**config.mk**
```make
export PLATFORM = sky130hd
export DESIGN_NAME = uart_host_ctrl
export DESIGN_NICKNAME = d
export VERILOG_FILES = /design/src/rtl/uart_host_pkg.sv /design/src/rtl/uart_rr_arb.sv /design/src/rtl/uart_host_ctrl.sv
export SDC_FILE = /design/constraint.sdc
export NUM_CORES = 1
export LEC_CHECK = 0
export BUFFER_PORTS_ARGS = -buffer_cell sky130_fd_sc_hd__clkbuf_2
export CORE_ASPECT_RATIO = 1.4
export CORE_MARGIN = 1.5
export CORE_UTILIZATION = 49
export DETAILED_ROUTE_END_ITERATION = 12
export PLACE_DENSITY = 0.83
export REMOVE_ABC_BUFFERS = 1
export SLEW_MARGIN = 25
export SYNTH_ARGS = -nofsm -noshare
export SYNTH_HDL_FRONTEND = slang
export SYNTH_SLANG_ARGS = --single-unit
```
**constraint.sdc**
```tcl
create_clock -name CLK -period 2.3 [get_ports CLK]
set_input_delay 0.23 -clock CLK [delete_from_list [all_inputs] [get_ports CLK]]
set_output_delay 0.23 -clock CLK [all_outputs]
set_load 0.03 [all_outputs]
```
**src/rtl/uart_host_pkg.sv**
```systemverilog
// ---------------------------------------------------------------------------
// uart_host_pkg
// Shared constants for the COREUART host sequencer (uart_host_ctrl) and its
// round-robin arbiter (uart_rr_arb).
//   - FSM state encoding: IDLE, WRITE, SETTLE, READ
//   - STROBE_OFF: inactive level of the active-low UART strobes
//   - rx_err bit indices: ERR_PAR (parity), ERR_FRM (framing)
// ---------------------------------------------------------------------------
package uart_host_pkg;

    typedef logic [1:0] state_t;

    localparam state_t ST_IDLE   = 2'd0;
    localparam state_t ST_WRITE  = 2'd1;
    localparam state_t ST_SETTLE = 2'd2;
    localparam state_t ST_READ   = 2'd3;

    localparam logic STROBE_OFF = 1'b1;

    localparam int ERR_PAR = 0;
    localparam int ERR_FRM = 1;

endpackage

```
**src/rtl/uart_rr_arb.sv**
```systemverilog
// ---------------------------------------------------------------------------
// uart_rr_arb
// Round-robin grant over NUM_REQ requesters. The grant goes to the first
// requester at or after the pointer (wrapping). When 'advance' is high the
// pointer moves to grant+1 (mod NUM_REQ). With NUM_REQ=1 the pointer is
// always 0.
// Ports:
//   clk, rst_n  clock, asynchronous active-low reset
//   req         per-requester request bits
//   advance     the current grant is being taken this cycle
//   grant       one-hot grant (combinational)
//   any         at least one request present
// ---------------------------------------------------------------------------
module uart_rr_arb
    import uart_host_pkg::*;
#(
    parameter int NUM_REQ = 2
) (
    input  logic               clk,
    input  logic               rst_n,
    input  logic [NUM_REQ-1:0] req,
    input  logic               advance,
    output logic [NUM_REQ-1:0] grant,
    output logic               any
);

    localparam int PW = (NUM_REQ > 1) ? $clog2(NUM_REQ) : 1;

    logic [PW-1:0] ptr;
    logic [PW-1:0] gidx;
    logic [PW-1:0] ptr_nxt;
    logic          found;

    assign any = |req;

    // Scan offsets 0..NUM_REQ-1 from the pointer; first hit wins.
    always_comb begin
        int idx;
        idx   = 0;
        grant = '0;
        gidx  = '0;
        found = 1'b0;
        for (int k = 0; k < NUM_REQ; k++) begin
            idx = int'(ptr) + k;
            if (idx >= NUM_REQ) idx = idx - NUM_REQ;
            if (!found && req[idx]) begin
                found      = 1'b1;
                grant[idx] = 1'b1;
                gidx       = PW'(idx);
            end
        end
    end

    // Wraps to 0 after the last requester; for NUM_REQ=1 this is always 0.
    always_comb begin
        if (int'(gidx) == NUM_REQ - 1) ptr_nxt = '0;
        else                           ptr_nxt = gidx + 1'b1;
    end

    always_ff @(posedge clk or negedge rst_n) begin
        if (!rst_n)                ptr <= '0;
        else if (advance && found) ptr <= ptr_nxt;
    end

endmodule

```
**src/rtl/uart_host_ctrl.sv**
```systemverilog
// ---------------------------------------------------------------------------
// uart_host_ctrl
// Single-master sequencer for the COREUART parallel interface. Shares the
// transmit path round-robin between NUM_REQ byte requesters and drains
// received bytes into a one-entry valid/ready buffer with error flags.
// Optional feature macro: UART_HOST_CTRL_TIMEOUT_EN (adds a 16-bit TX
// watchdog and the tx_timeout output).
// Ports:
//   CLK, RESET_N            clock, asynchronous active-low reset
//   req_valid/req_data      requester bytes (byte i at [8i+7:8i])
//   req_ready               one-hot accept pulse
//   rx_valid/rx_ready       received-byte buffer handshake
//   rx_data, rx_err         byte and {framing, parity} flags
//   ovf_sticky, ovf_clr     sticky UART overflow flag and its clear
//   uart_*                  COREUART strobes, data and status
//   tx_timeout              (macro only) watchdog pulse
// ---------------------------------------------------------------------------
module uart_host_ctrl
    import uart_host_pkg::*;
#(
    parameter int NUM_REQ      = 2,
    parameter int TXRDY_SETTLE = 3
) (
    input  logic                 CLK,
    input  logic                 RESET_N,
    input  logic [NUM_REQ-1:0]   req_valid,
    input  logic [8*NUM_REQ-1:0] req_data,
    output logic [NUM_REQ-1:0]   req_ready,
    output logic                 rx_valid,
    input  logic                 rx_ready,
    output logic [7:0]           rx_data,
    output logic [1:0]           rx_err,
    output logic                 ovf_sticky,
    input  logic                 ovf_clr,
    output logic                 uart_csn,
    output logic                 uart_wen,
    output logic                 uart_oen,
    output logic [7:0]           uart_data_in,
    input  logic [7:0]           uart_data_out,
    input  logic                 uart_txrdy,
    input  logic                 uart_rxrdy,
    input  logic                 uart_parity_err,
    input  logic                 uart_framing_err,
    input  logic                 uart_overflow
`ifdef UART_HOST_CTRL_TIMEOUT_EN
    ,
    output logic                 tx_timeout
`endif
);

    localparam int CW = (TXRDY_SETTLE > 1) ? $clog2(TXRDY_SETTLE) : 1;

    state_t               state;
    logic                 rd_hold;
    logic [CW-1:0]        settle_cnt;
    logic [NUM_REQ-1:0]   grant;
    logic                 any_req;
    logic                 rx_go;
    logic                 tx_go;
    logic [7:0]           sel_byte;

    // RX has priority; a read needs room in the buffer, which includes the
    // case where the consumer empties it this very cycle. rd_hold masks the
    // first IDLE cycle after a read so a lagging RXRDY is not read twice.
    assign rx_go = (state == ST_IDLE) && !rd_hold && uart_rxrdy &&
                   (!rx_valid || rx_ready);
    assign tx_go = (state == ST_IDLE) && !rx_go && uart_txrdy && any_req;

    uart_rr_arb #(.NUM_REQ(NUM_REQ)) u_arb (
        .clk     (CLK),
        .rst_n   (RESET_N),
        .req     (req_valid),
        .advance (tx_go),
        .grant   (grant),
        .any     (any_req)
    );

    always_comb begin
        sel_byte = '0;
        for (int i = 0; i < NUM_REQ; i++)
            if (grant[i]) sel_byte = req_data[8*i +: 8];
    end

    // Sequencer. Strobes default to inactive every cycle, so each strobe
    // is exactly one cycle wide and WRITE/READ can never overlap.
    always_ff @(posedge CLK or negedge RESET_N) begin
        if (!RESET_N) begin
            state        <= ST_IDLE;
            rd_hold      <= 1'b0;
            settle_cnt   <= '0;
            req_ready    <= '0;
            uart_csn     <= STROBE_OFF;
            uart_wen     <= STROBE_OFF;
            uart_oen     <= STROBE_OFF;
            uart_data_in <= '0;
        end else begin
            req_ready <= '0;
            uart_csn  <= STROBE_OFF;
            uart_wen  <= STROBE_OFF;
            uart_oen  <= STROBE_OFF;
            case (state)
                ST_IDLE: begin
                    rd_hold <= 1'b0;
                    if (rx_go) begin
                        state    <= ST_READ;
                        uart_csn <= ~STROBE_OFF;
                        uart_oen <= ~STROBE_OFF;
                    end else if (tx_go) begin
                        state        <= ST_WRITE;
                        req_ready    <= grant;
                        uart_data_in <= sel_byte;
                    end
                end
                // Accept pulse is visible now; launch the write strobe.
                ST_WRITE: begin
                    uart_csn   <= ~STROBE_OFF;
                    uart_wen   <= ~STROBE_OFF;
                    settle_cnt <= CW'(TXRDY_SETTLE - 1);
                    state      <= ST_SETTLE;
                end
                // TXRDY lags the write; ignore it for TXRDY_SETTLE cycles.
                ST_SETTLE: begin
                    if (settle_cnt == '0) state <= ST_IDLE;
                    else                  settle_cnt <= settle_cnt - 1'b1;
                end
                ST_READ: begin
                    rd_hold <= 1'b1;
                    state   <= ST_IDLE;
                end
                default: state <= ST_IDLE;
            endcase
        end
    end

    // Capture happens while OEN is low; capture beats a same-cycle pop.
    always_ff @(posedge CLK or negedge RESET_N) begin
        if (!RESET_N) begin
            rx_valid <= 1'b0;
            rx_data  <= '0;
            rx_err   <= '0;
        end else if (state == ST_READ) begin
            rx_valid        <= 1'b1;
            rx_data         <= uart_data_out;
            rx_err[ERR_FRM] <= uart_framing_err;
            rx_err[ERR_PAR] <= uart_parity_err;
        end else if (rx_valid && rx_ready) begin
            rx_valid <= 1'b0;
        end
    end

    // Set beats clear so an overflow coinciding with the clear is kept.
    always_ff @(posedge CLK or negedge RESET_N) begin
        if (!RESET_N)           ovf_sticky <= 1'b0;
        else if (uart_overflow) ovf_sticky <= 1'b1;
        else if (ovf_clr)       ovf_sticky <= 1'b0;
    end

`ifdef UART_HOST_CTRL_TIMEOUT_EN
    logic [15:0] wd_cnt;

    // Counts IDLE cycles spent starved of TXRDY while someone is waiting.
    always_ff @(posedge CLK or negedge RESET_N) begin
        if (!RESET_N) begin
            wd_cnt     <= '0;
            tx_timeout <= 1'b0;
        end else begin
            tx_timeout <= 1'b0;
            if (tx_go) begin
                wd_cnt <= '0;
            end else if (state == ST_IDLE && any_req && !uart_txrdy) begin
                if (wd_cnt == 16'hFFFF) begin
                    tx_timeout <= 1'b1;
                    wd_cnt     <= '0;
                end else begin
                    wd_cnt <= wd_cnt + 1'b1;
                end
            end
        end
    end
`endif

endmodule
```
==> impl_metrics.prom, run 1 <==
# TYPE chip_impl_metric gauge
chip_impl_metric{name="synth.mux.area_fraction",unit="%"} 10.7
chip_impl_metric{name="worst_setup_skew_after_layout",unit="ps"} 5.13
chip_impl_metric{name="yosys_warnings",unit=""} 0
chip_impl_metric{name="syn_area",unit="µm²"} 1350
chip_impl_metric{name="wl_per_cell",unit="µm"} 13.1
chip_impl_metric{name="clock_tree.buffer_depth",unit=""} 2
chip_impl_metric{name="synthXorXnorAreaFrac",unit="%"} 0
chip_impl_metric{name="cts_inserted_buffers",unit=""} 5
chip_impl_info{name="rsz_0062_raised_after_global_routing",value="no"} 1
chip_impl_metric{name="slew_headroom",unit="%"} 50.6
chip_impl_metric{name="design_power_total",unit="mW"} 2.48
chip_impl_metric{name="clock-sinks",unit=""} 31
chip_impl_info{name="timing.critical_path.to_type",value="register"} 1
chip_impl_metric{name="drt_pre_antenna_iters",unit=""} 4
chip_impl_metric{name="combined_global_route_utilization_of_all_metal_layers",unit="%"} 20.3
chip_impl_metric{name="final-setup-viol-count",unit=""} 0
chip_impl_metric{name="vias_per_cell",unit=""} 5.01
chip_impl_metric{name="antenna_found_initial",unit=""} 0
chip_impl_metric{name="drive_gt1_share",unit="%"} 51.5
chip_impl_metric{name="floorplan.rows",unit=""} 22
chip_impl_info{name="cp-start-kind",value="register"} 1
chip_impl_metric{name="hold-path-cell-count",unit=""} 2
chip_impl_metric{name="seq_power_share",unit="%"} 37.4
chip_impl_info{name="synth_flop_cell",value="sky130_fd_sc_hd__dfrtp_1"} 1
chip_impl_metric{name="fillCellCount",unit=""} 197
chip_impl_metric{name="detailedPlacementHpwl",unit="mm"} 2.02
chip_impl_info{name="timing.hold.worst.class",value="in2reg"} 1
chip_impl_metric{name="detail-route-antenna-nets",unit=""} 0
chip_impl_metric{name="finalWorstPathRequiredPeriod",unit="ps"} 1730
chip_impl_metric{name="largest_net_degree_at_the_start_of_global_routing",unit=""} 32
chip_impl_metric{name="wire_length_of_the_first_global_routing_pass",unit="mm"} 4.28
chip_impl_metric{name="yosys.area_share.simple",unit="%"} 8.50
chip_impl_metric{name="maxCapViolCount",unit=""} 0
chip_impl_metric{name="power.clock.fraction",unit="%"} 14.4
chip_impl_metric{name="drc",unit=""} 0
chip_impl_metric{name="hold_violations",unit=""} 0
chip_impl_metric{name="fin_hold_ws",unit="ps"} 62.6
chip_impl_metric{name="synth_fa_ha_area_share",unit="%"} 5.55
chip_impl_metric{name="first_iter_violations",unit=""} 12
chip_impl_metric{name="insertedDiodeCount",unit=""} 0
chip_impl_info{name="cts-root-buf",value="sky130_fd_sc_hd__clkbuf_4"} 1
chip_impl_metric{name="vdd_ir_drop_max",unit="V"} 0.000927
chip_impl_metric{name="comb_power_share",unit="%"} 48.3
chip_impl_metric{name="ff2ff_path_depth",unit=""} 5
chip_impl_metric{name="post_cts.resized_instances",unit=""} 0
chip_impl_metric{name="total_switching_power",unit="mW"} 1.04
chip_impl_info{name="tritoncts",value="done"} 1
chip_impl_metric{name="p_int",unit="mW"} 1.43
chip_impl_info{name="reg2reg_to",value="uart_data_in[6]"} 1
chip_impl_metric{name="share_of_flip_flops_with_an_asynchronous_set_or_reset_after_synthesis",unit="%"} 100
chip_impl_metric{name="first_global_vias",unit=""} 1061
chip_impl_metric{name="yosysUniqueCellTypes",unit=""} 29
chip_impl_info{name="setup.worst_path.start",value="state[0]"} 1
chip_impl_metric{name="io_pins",unit=""} 60
chip_impl_info{name="most_common_library_cell_in_the_layout_ignoring_fill_and_taps",value="sky130_fd_sc_hd__clkbuf_2"} 1
chip_impl_metric{name="gr-total-overflow",unit=""} 0
chip_impl_info{name="critPathCapture",value="uart_data_in[6]"} 1
chip_impl_info{name="startpoint_to_endpoint_class_of_the_critical_path",value="reg2reg"} 1
chip_impl_metric{name="fmaxAchievable",unit="GHz"} 0.577
chip_impl_metric{name="final.setup.tns",unit="ps"} 0
chip_impl_metric{name="worst_max_slew_pin_slew",unit="ps"} 741
chip_impl_metric{name="power_density",unit="nW/µm²"} 1400
chip_impl_metric{name="route.final.wire_length",unit="mm"} 2.66
chip_impl_metric{name="syn2layout_area_growth",unit="%"} 30.7
chip_impl_metric{name="sw_frac_of_total",unit="%"} 42.2
chip_impl_metric{name="ff2ff_setup_slack",unit="ps"} 570
chip_impl_metric{name="clkTransAtPathRegs",unit="ps"} 90
chip_impl_metric{name="critical_path_required",unit="ps"} 2520
chip_impl_metric{name="synth_enable_flop_cells",unit=""} 0
chip_impl_metric{name="multi_input_comb_area",unit="µm²"} 541
chip_impl_metric{name="initial_core_util",unit="%"} 51.8
chip_impl_metric{name="finalInstanceArea",unit="µm²"} 1770
chip_impl_metric{name="final-seq-area",unit="µm²"} 779
chip_impl_metric{name="slew_violations",unit=""} 0
chip_impl_metric{name="floorplan.die_area",unit="µm²"} 3090
chip_impl_info{name="critical_r2r_launch",value="state[0]"} 1
chip_impl_metric{name="buffer_ports.inserted",unit=""} 59
chip_impl_metric{name="post-route-util",unit="%"} 67.7
chip_impl_metric{name="worstPathMaxFanout",unit=""} 8
chip_impl_metric{name="insertion_delay",unit="ps"} 340
chip_impl_metric{name="vias",unit=""} 1017
chip_impl_metric{name="synth-seq-area-share",unit="%"} 57.6
chip_impl_metric{name="synth_compound_gate_area_share",unit="%"} 15.2
chip_impl_metric{name="postSynthAreaPerCell",unit="µm²"} 13.5
chip_impl_metric{name="net_total_in_the_final_layout",unit=""} 207
chip_impl_metric{name="ys_ff_latch",unit=""} 31
chip_impl_metric{name="finalWeightedCongestion",unit=""} 0.706
chip_impl_metric{name="dieHeight",unit="µm"} 65.2
chip_impl_metric{name="core-area",unit="µm²"} 2620
chip_impl_metric{name="die_w",unit="µm"} 47.4
chip_impl_info{name="synth_top_family_by_area",value="compound AO/OA/AOI/OAI gates"} 1
chip_impl_metric{name="cellLeakagePower",unit="nW"} 0.907
chip_impl_metric{name="cts_setup_buffers",unit=""} 0
chip_impl_metric{name="post-route-period-util",unit="%"} 75.3
chip_impl_metric{name="cts_htree_levels",unit=""} 2
chip_impl_metric{name="post_dp_cell_area",unit="µm²"} 1690
chip_impl_info{name="status",value="finished, final reports clean"} 1
chip_impl_metric{name="instance_count_of_the_mapped_netlist",unit=""} 100
chip_impl_metric{name="critical_path_arrival",unit="ps"} 1960
chip_impl_metric{name="cts-hold-fix-buffers",unit=""} 1
chip_impl_info{name="final_cell_mix",value="59 x sky130_fd_sc_hd__clkbuf_2, 28 x sky130_fd_sc_hd__dfrtp_1, 11 x sky130_fd_sc_hd__mux2_2"} 1
[sequential cells by signal, indices dropped and copies added, names as in the netlist, 2 cells and up, named ones only]
| register | cells |
|---|---|
| rx_err | 2 |
| rx_data | 8 |
| uart_data_in | 8 |
| state | 2 |
| req_ready | 2 |
| settle_cnt | 2 |
[routing by layer]
layer	track usage, %	routed length, µm	up-vias
met5	0	0	-
met4	13.5	85	0
met3	6.04	235	7
met2	33.6	1290	56
met1	20.6	1050	466
li1	-	-	488
[synth_stat cells, drive strengths merged, types with 2 or more instances]
master,number,share of area [%]
a21oi,2,0.74
a221o,8,5.9
and2,8,3.7
dfrtp,28,52
dfstp,3,5.8
ha,6,5.5
inv,8,2.2
mux2,12,10
nor2,5,1.6
nor2b,2,1.5
o211ai,2,2.1
o21a,2,1.1
o21ai,3,1.1
o21bai,2,1.1
[power by group through the flow]
| stage | Clock [mW] | Combinational [mW] | Sequential (mW) |
|---|---|---|---|
| after floorplan | 0 | 0.490 | 1.31 |
| after global placement | 0 | 1.17 | 0.919 |
| after detailed placement | 0 | 1.20 | 0.940 |
| after CTS | 0.372 | 1.21 | 0.930 |
| after global routing | 0.389 | 1.31 | 0.959 |
| final | 0.356 | 1.20 | 0.926 |
[how the worst min path moves through the flow]
stage / from / to / slack [ps]
global placement: RESET_N / uart_data_in[1] / 310
finish: uart_overflow / ovf_sticky / 60
detailed placement: RESET_N / uart_data_in[6] / 330
floorplan: RESET_N / asynchronous set/reset pin / -70
CTS: uart_overflow / ovf_sticky / 60
global route: uart_overflow / ovf_sticky / 50
[stage by stage]
stage	instances	setup slack [ps]
floorplan	99	783
global route	203	379
detailed placement	194	570
CTS	203	532
finish	203	567
global placement	194	680
[worst max-delay path, cell delays in order, from the launching register on]
cell and delay, ps:
sky130_fd_sc_hd__dfrtp_1 430, sky130_fd_sc_hd__inv_1 120, sky130_fd_sc_hd__ha_1 310, sky130_fd_sc_hd__o211ai_1 260
sky130_fd_sc_hd__and2_1 240, sky130_fd_sc_hd__a221o_1 260
[logic make-up after synthesis]
group                    after synthesis
adder cells (fa/ha/maj)                6
flip-flops                            31
buffers and inverters                  9
multiplexers                          13
AND/OR/NAND/NOR                       18
AO/OA/AOI/OAI                         23
[cell type report]
| class | instances | share of cell area (%) |
|---|---|---|
| clock buffers | 8 | 3.89 |
| inverters | 8 | 1.70 |
| multi-input cells | 60 | 30.6 |
| flip-flops and latches | 31 | 44.1 |
| well taps | 36 | 2.55 |
| repair buffers | 60 | 17.3 |
(Power assumes the default switching activity.)
==> run 2: changes to the inputs <==
--- a/config.mk
+++ b/config.mk
@@ -8,9 +8,9 @@
 export BUFFER_PORTS_ARGS = -buffer_cell sky130_fd_sc_hd__clkbuf_2
 export CORE_ASPECT_RATIO = 1.4
 export CORE_MARGIN = 1.5
-export CORE_UTILIZATION = 49
+export CORE_UTILIZATION = 46
 export DETAILED_ROUTE_END_ITERATION = 12
-export PLACE_DENSITY = 0.83
+export PLACE_DENSITY = 0.78
 export REMOVE_ABC_BUFFERS = 1
 export SLEW_MARGIN = 25
 export SYNTH_ARGS = -nofsm -noshare
==> constraint.sdc (replaced) <==
create_clock -name CLK -period 1.65 [get_ports CLK]
set_input_delay 0.165 -clock CLK [delete_from_list [all_inputs] [get_ports CLK]]
set_output_delay 0.165 -clock CLK [all_outputs]
set_load 0.03 [all_outputs]
==> impl_metrics.prom, run 2 (synthesized netlist as in run 1, its figures left out) <==
# TYPE chip_impl_metric gauge
chip_impl_info{name="status",value="finished, final reports clean"} 1
chip_impl_info{name="most_common_library_cell_in_the_layout_ignoring_fill_and_taps",value="sky130_fd_sc_hd__clkbuf_2"} 1
chip_impl_metric{name="post_dp_cell_area",unit="µm²"} 1710
chip_impl_metric{name="dieHeight",unit="µm"} 67.2
chip_impl_info{name="reg.largest.list",value="rx_data: 8 flops, uart_data_in: 8 flops"} 1
chip_impl_metric{name="finalWeightedCongestion",unit=""} 0.749
chip_impl_metric{name="drive_gt1_share",unit="%"} 53.8
chip_impl_metric{name="floorplan.rows",unit=""} 23
chip_impl_metric{name="detail-route-antenna-nets",unit=""} 0
chip_impl_metric{name="io_pins",unit=""} 60
chip_impl_metric{name="cts_inserted_buffers",unit=""} 5
chip_impl_info{name="final_cell_mix",value="59 x sky130_fd_sc_hd__clkbuf_2, 28 x sky130_fd_sc_hd__dfrtp_1, 11 x sky130_fd_sc_hd__mux2_2"} 1
chip_impl_info{name="setup.worst_path.start",value="state[0]"} 1
chip_impl_metric{name="vias",unit=""} 1051
chip_impl_metric{name="critical_path_required",unit="ps"} 1800
chip_impl_metric{name="hold_violations",unit=""} 0
chip_impl_metric{name="place_inst",unit=""} 197
chip_impl_metric{name="clock-sinks",unit=""} 31
chip_impl_metric{name="first_global_vias",unit=""} 1113
chip_impl_info{name="tritoncts",value="done"} 1
chip_impl_metric{name="combined_global_route_utilization_of_all_metal_layers",unit="%"} 21.6
chip_impl_metric{name="antenna_found_initial",unit=""} 0
chip_impl_metric{name="insertion_delay",unit="ps"} 280
chip_impl_metric{name="insertedDiodeCount",unit=""} 0
chip_impl_metric{name="slew_violations",unit=""} 0
chip_impl_metric{name="cts_setup_buffers",unit=""} 0
chip_impl_metric{name="critical_path_arrival",unit="ps"} 1720
chip_impl_metric{name="wl_per_cell",unit="µm"} 14.7
chip_impl_metric{name="detailedPlacementHpwl",unit="mm"} 2.43
chip_impl_metric{name="finalWorstPathRequiredPeriod",unit="ps"} 1570
chip_impl_metric{name="crit_path_max_incr_delay",unit="ps"} 420
chip_impl_info{name="startpoint_to_endpoint_class_of_the_critical_path",value="reg2reg"} 1
chip_impl_metric{name="drc",unit=""} 0
chip_impl_metric{name="slew_headroom",unit="%"} 49.0
chip_impl_metric{name="power_density",unit="nW/µm²"} 2000
chip_impl_metric{name="gr-total-overflow",unit=""} 0
chip_impl_metric{name="net_total_in_the_final_layout",unit=""} 209
chip_impl_metric{name="drt_pre_antenna_iters",unit=""} 4
chip_impl_metric{name="cellLeakagePower",unit="nW"} 0.924
chip_impl_info{name="cts-root-buf",value="sky130_fd_sc_hd__clkbuf_8"} 1
chip_impl_metric{name="worstPathMaxFanout",unit=""} 4
chip_impl_metric{name="finalInstanceArea",unit="µm²"} 1810
chip_impl_metric{name="post-route-period-util",unit="%"} 95.2
chip_impl_info{name="critical_r2r_launch",value="state[0]"} 1
chip_impl_metric{name="worst_setup_skew_after_layout",unit="ps"} 5.34
chip_impl_metric{name="route.final.wire_length",unit="mm"} 3.03
chip_impl_metric{name="floorplan.die_area",unit="µm²"} 3280
chip_impl_metric{name="clkTransAtPathRegs",unit="ps"} 60
chip_impl_metric{name="buffer_ports.inserted",unit=""} 59
chip_impl_metric{name="die_w",unit="µm"} 48.9
chip_impl_metric{name="cts_htree_levels",unit=""} 2
chip_impl_metric{name="final_cell_count_no_fill",unit=""} 206
chip_impl_info{name="largest_delay_contributor_family_on_the_critical_path",value="flip-flops"} 1
chip_impl_metric{name="syn2layout_area_growth",unit="%"} 34.0
chip_impl_metric{name="initial_core_util",unit="%"} 48.0
chip_impl_metric{name="wire_length_of_the_first_global_routing_pass",unit="mm"} 5.15
chip_impl_metric{name="first_iter_violations",unit=""} 15
chip_impl_info{name="rsz_0062_raised_after_global_routing",value="no"} 1
chip_impl_metric{name="vdd_ir_drop_max",unit="V"} 0.00114
chip_impl_metric{name="core-area",unit="µm²"} 2820
chip_impl_metric{name="maxCapViolCount",unit=""} 0
chip_impl_metric{name="vias_per_cell",unit=""} 5.10
chip_impl_metric{name="ff2ff_setup_slack",unit="ps"} 80
chip_impl_metric{name="critical_path.n_buffers_inverters",unit=""} 1
chip_impl_info{name="cell_by_cell_trace_of_the_critical_path",value="inv_2 -> ha_1 -> nor2b_1 -> o21bai_2 -> mux2_1"} 1
chip_impl_info{name="critical-path-slowest-cell",value="sky130_fd_sc_hd__dfrtp_1"} 1
chip_impl_metric{name="final-setup-viol-count",unit=""} 0
chip_impl_info{name="cp-start-kind",value="register"} 1
chip_impl_metric{name="largest_net_degree_at_the_start_of_global_routing",unit=""} 32
chip_impl_metric{name="fmaxAchievable",unit="GHz"} 0.637
chip_impl_info{name="timing.critical_path.to_type",value="register"} 1
chip_impl_info{name="worst_hold_startpoint",value="uart_overflow"} 1
chip_impl_metric{name="clock_tree.buffer_depth",unit=""} 2
chip_impl_metric{name="worst_max_slew_pin_slew",unit="ps"} 766
chip_impl_info{name="timing.hold.worst.class",value="in2reg"} 1
-- run 2: repair_timing --
item / CTS / global route
pin swaps: 1 / 1
gates cloned: 0 / 0
setup endpoints to repair: 9 / 9
hold endpoints to repair: 28 / 0
gates resized for setup: 1 / 4
hold buffers: 1 / 0
-- run 2: through the flow --
step	worst slack [ps]	TNS (ps)	power, mW	utilization [%]	hold WS, ps
2_1_floorplan	133	0	2.50	-	-131
3_3_place_gp	75.8	0	2.95	60.5	254
3_5_place_dp	-44.4	-196	3.06	60.5	282
4_1_cts	-11.4	-11.4	3.63	63.8	54.9
5_1_grt	11.5	0	3.86	64.3	64.1
6_report	79.7	0	3.63	64.3	60.9
-- run 2: final cells by class --
class	instances	area (µm²)
multi-input combinational	60	557
clock inverter	1	5.00
sequential	31	779
clock buffer	7	76.3
fill	240	1010
timing repair buffer	62	320
tap	37	46.3
inverter	8	30.0
-- run 2: worst reg2reg max path: stages (launching register included) --
cell                       delay (ps)
sky130_fd_sc_hd__dfrtp_1          420
sky130_fd_sc_hd__inv_2            120
sky130_fd_sc_hd__ha_1             200
sky130_fd_sc_hd__nor2b_1          190
sky130_fd_sc_hd__o21bai_2         170
sky130_fd_sc_hd__mux2_1           350
-- run 2: path summary, 6_finish.rpt --
check	end	cells past startpoint
max in group asynchronous	state[0]	2
worst min-delay path	ovf_sticky	2
worst min register to register	settle_cnt[0]	1
worst max-delay path	state[0]	5
min in group asynchronous	uart_data_in[7]	2
worst max register to register	state[0]	5
-- run 2: per-layer routing --
| metal | GRT usage, % | share of wire (%) |
|---|---|---|
| met3 | 6.64 | 6.2 |
| met1 | 20.6 | 35 |
| met5 | 0 | 0 |
| met4 | 11.4 | 2.9 |
| met2 | 41.4 | 55 |
-- run 2: power by group --
group          total [mW]  switching (mW)  internal, mW
Clock               0.564           0.269         0.295
Sequential           1.30           0.189          1.11
Combinational        1.77            1.07         0.696
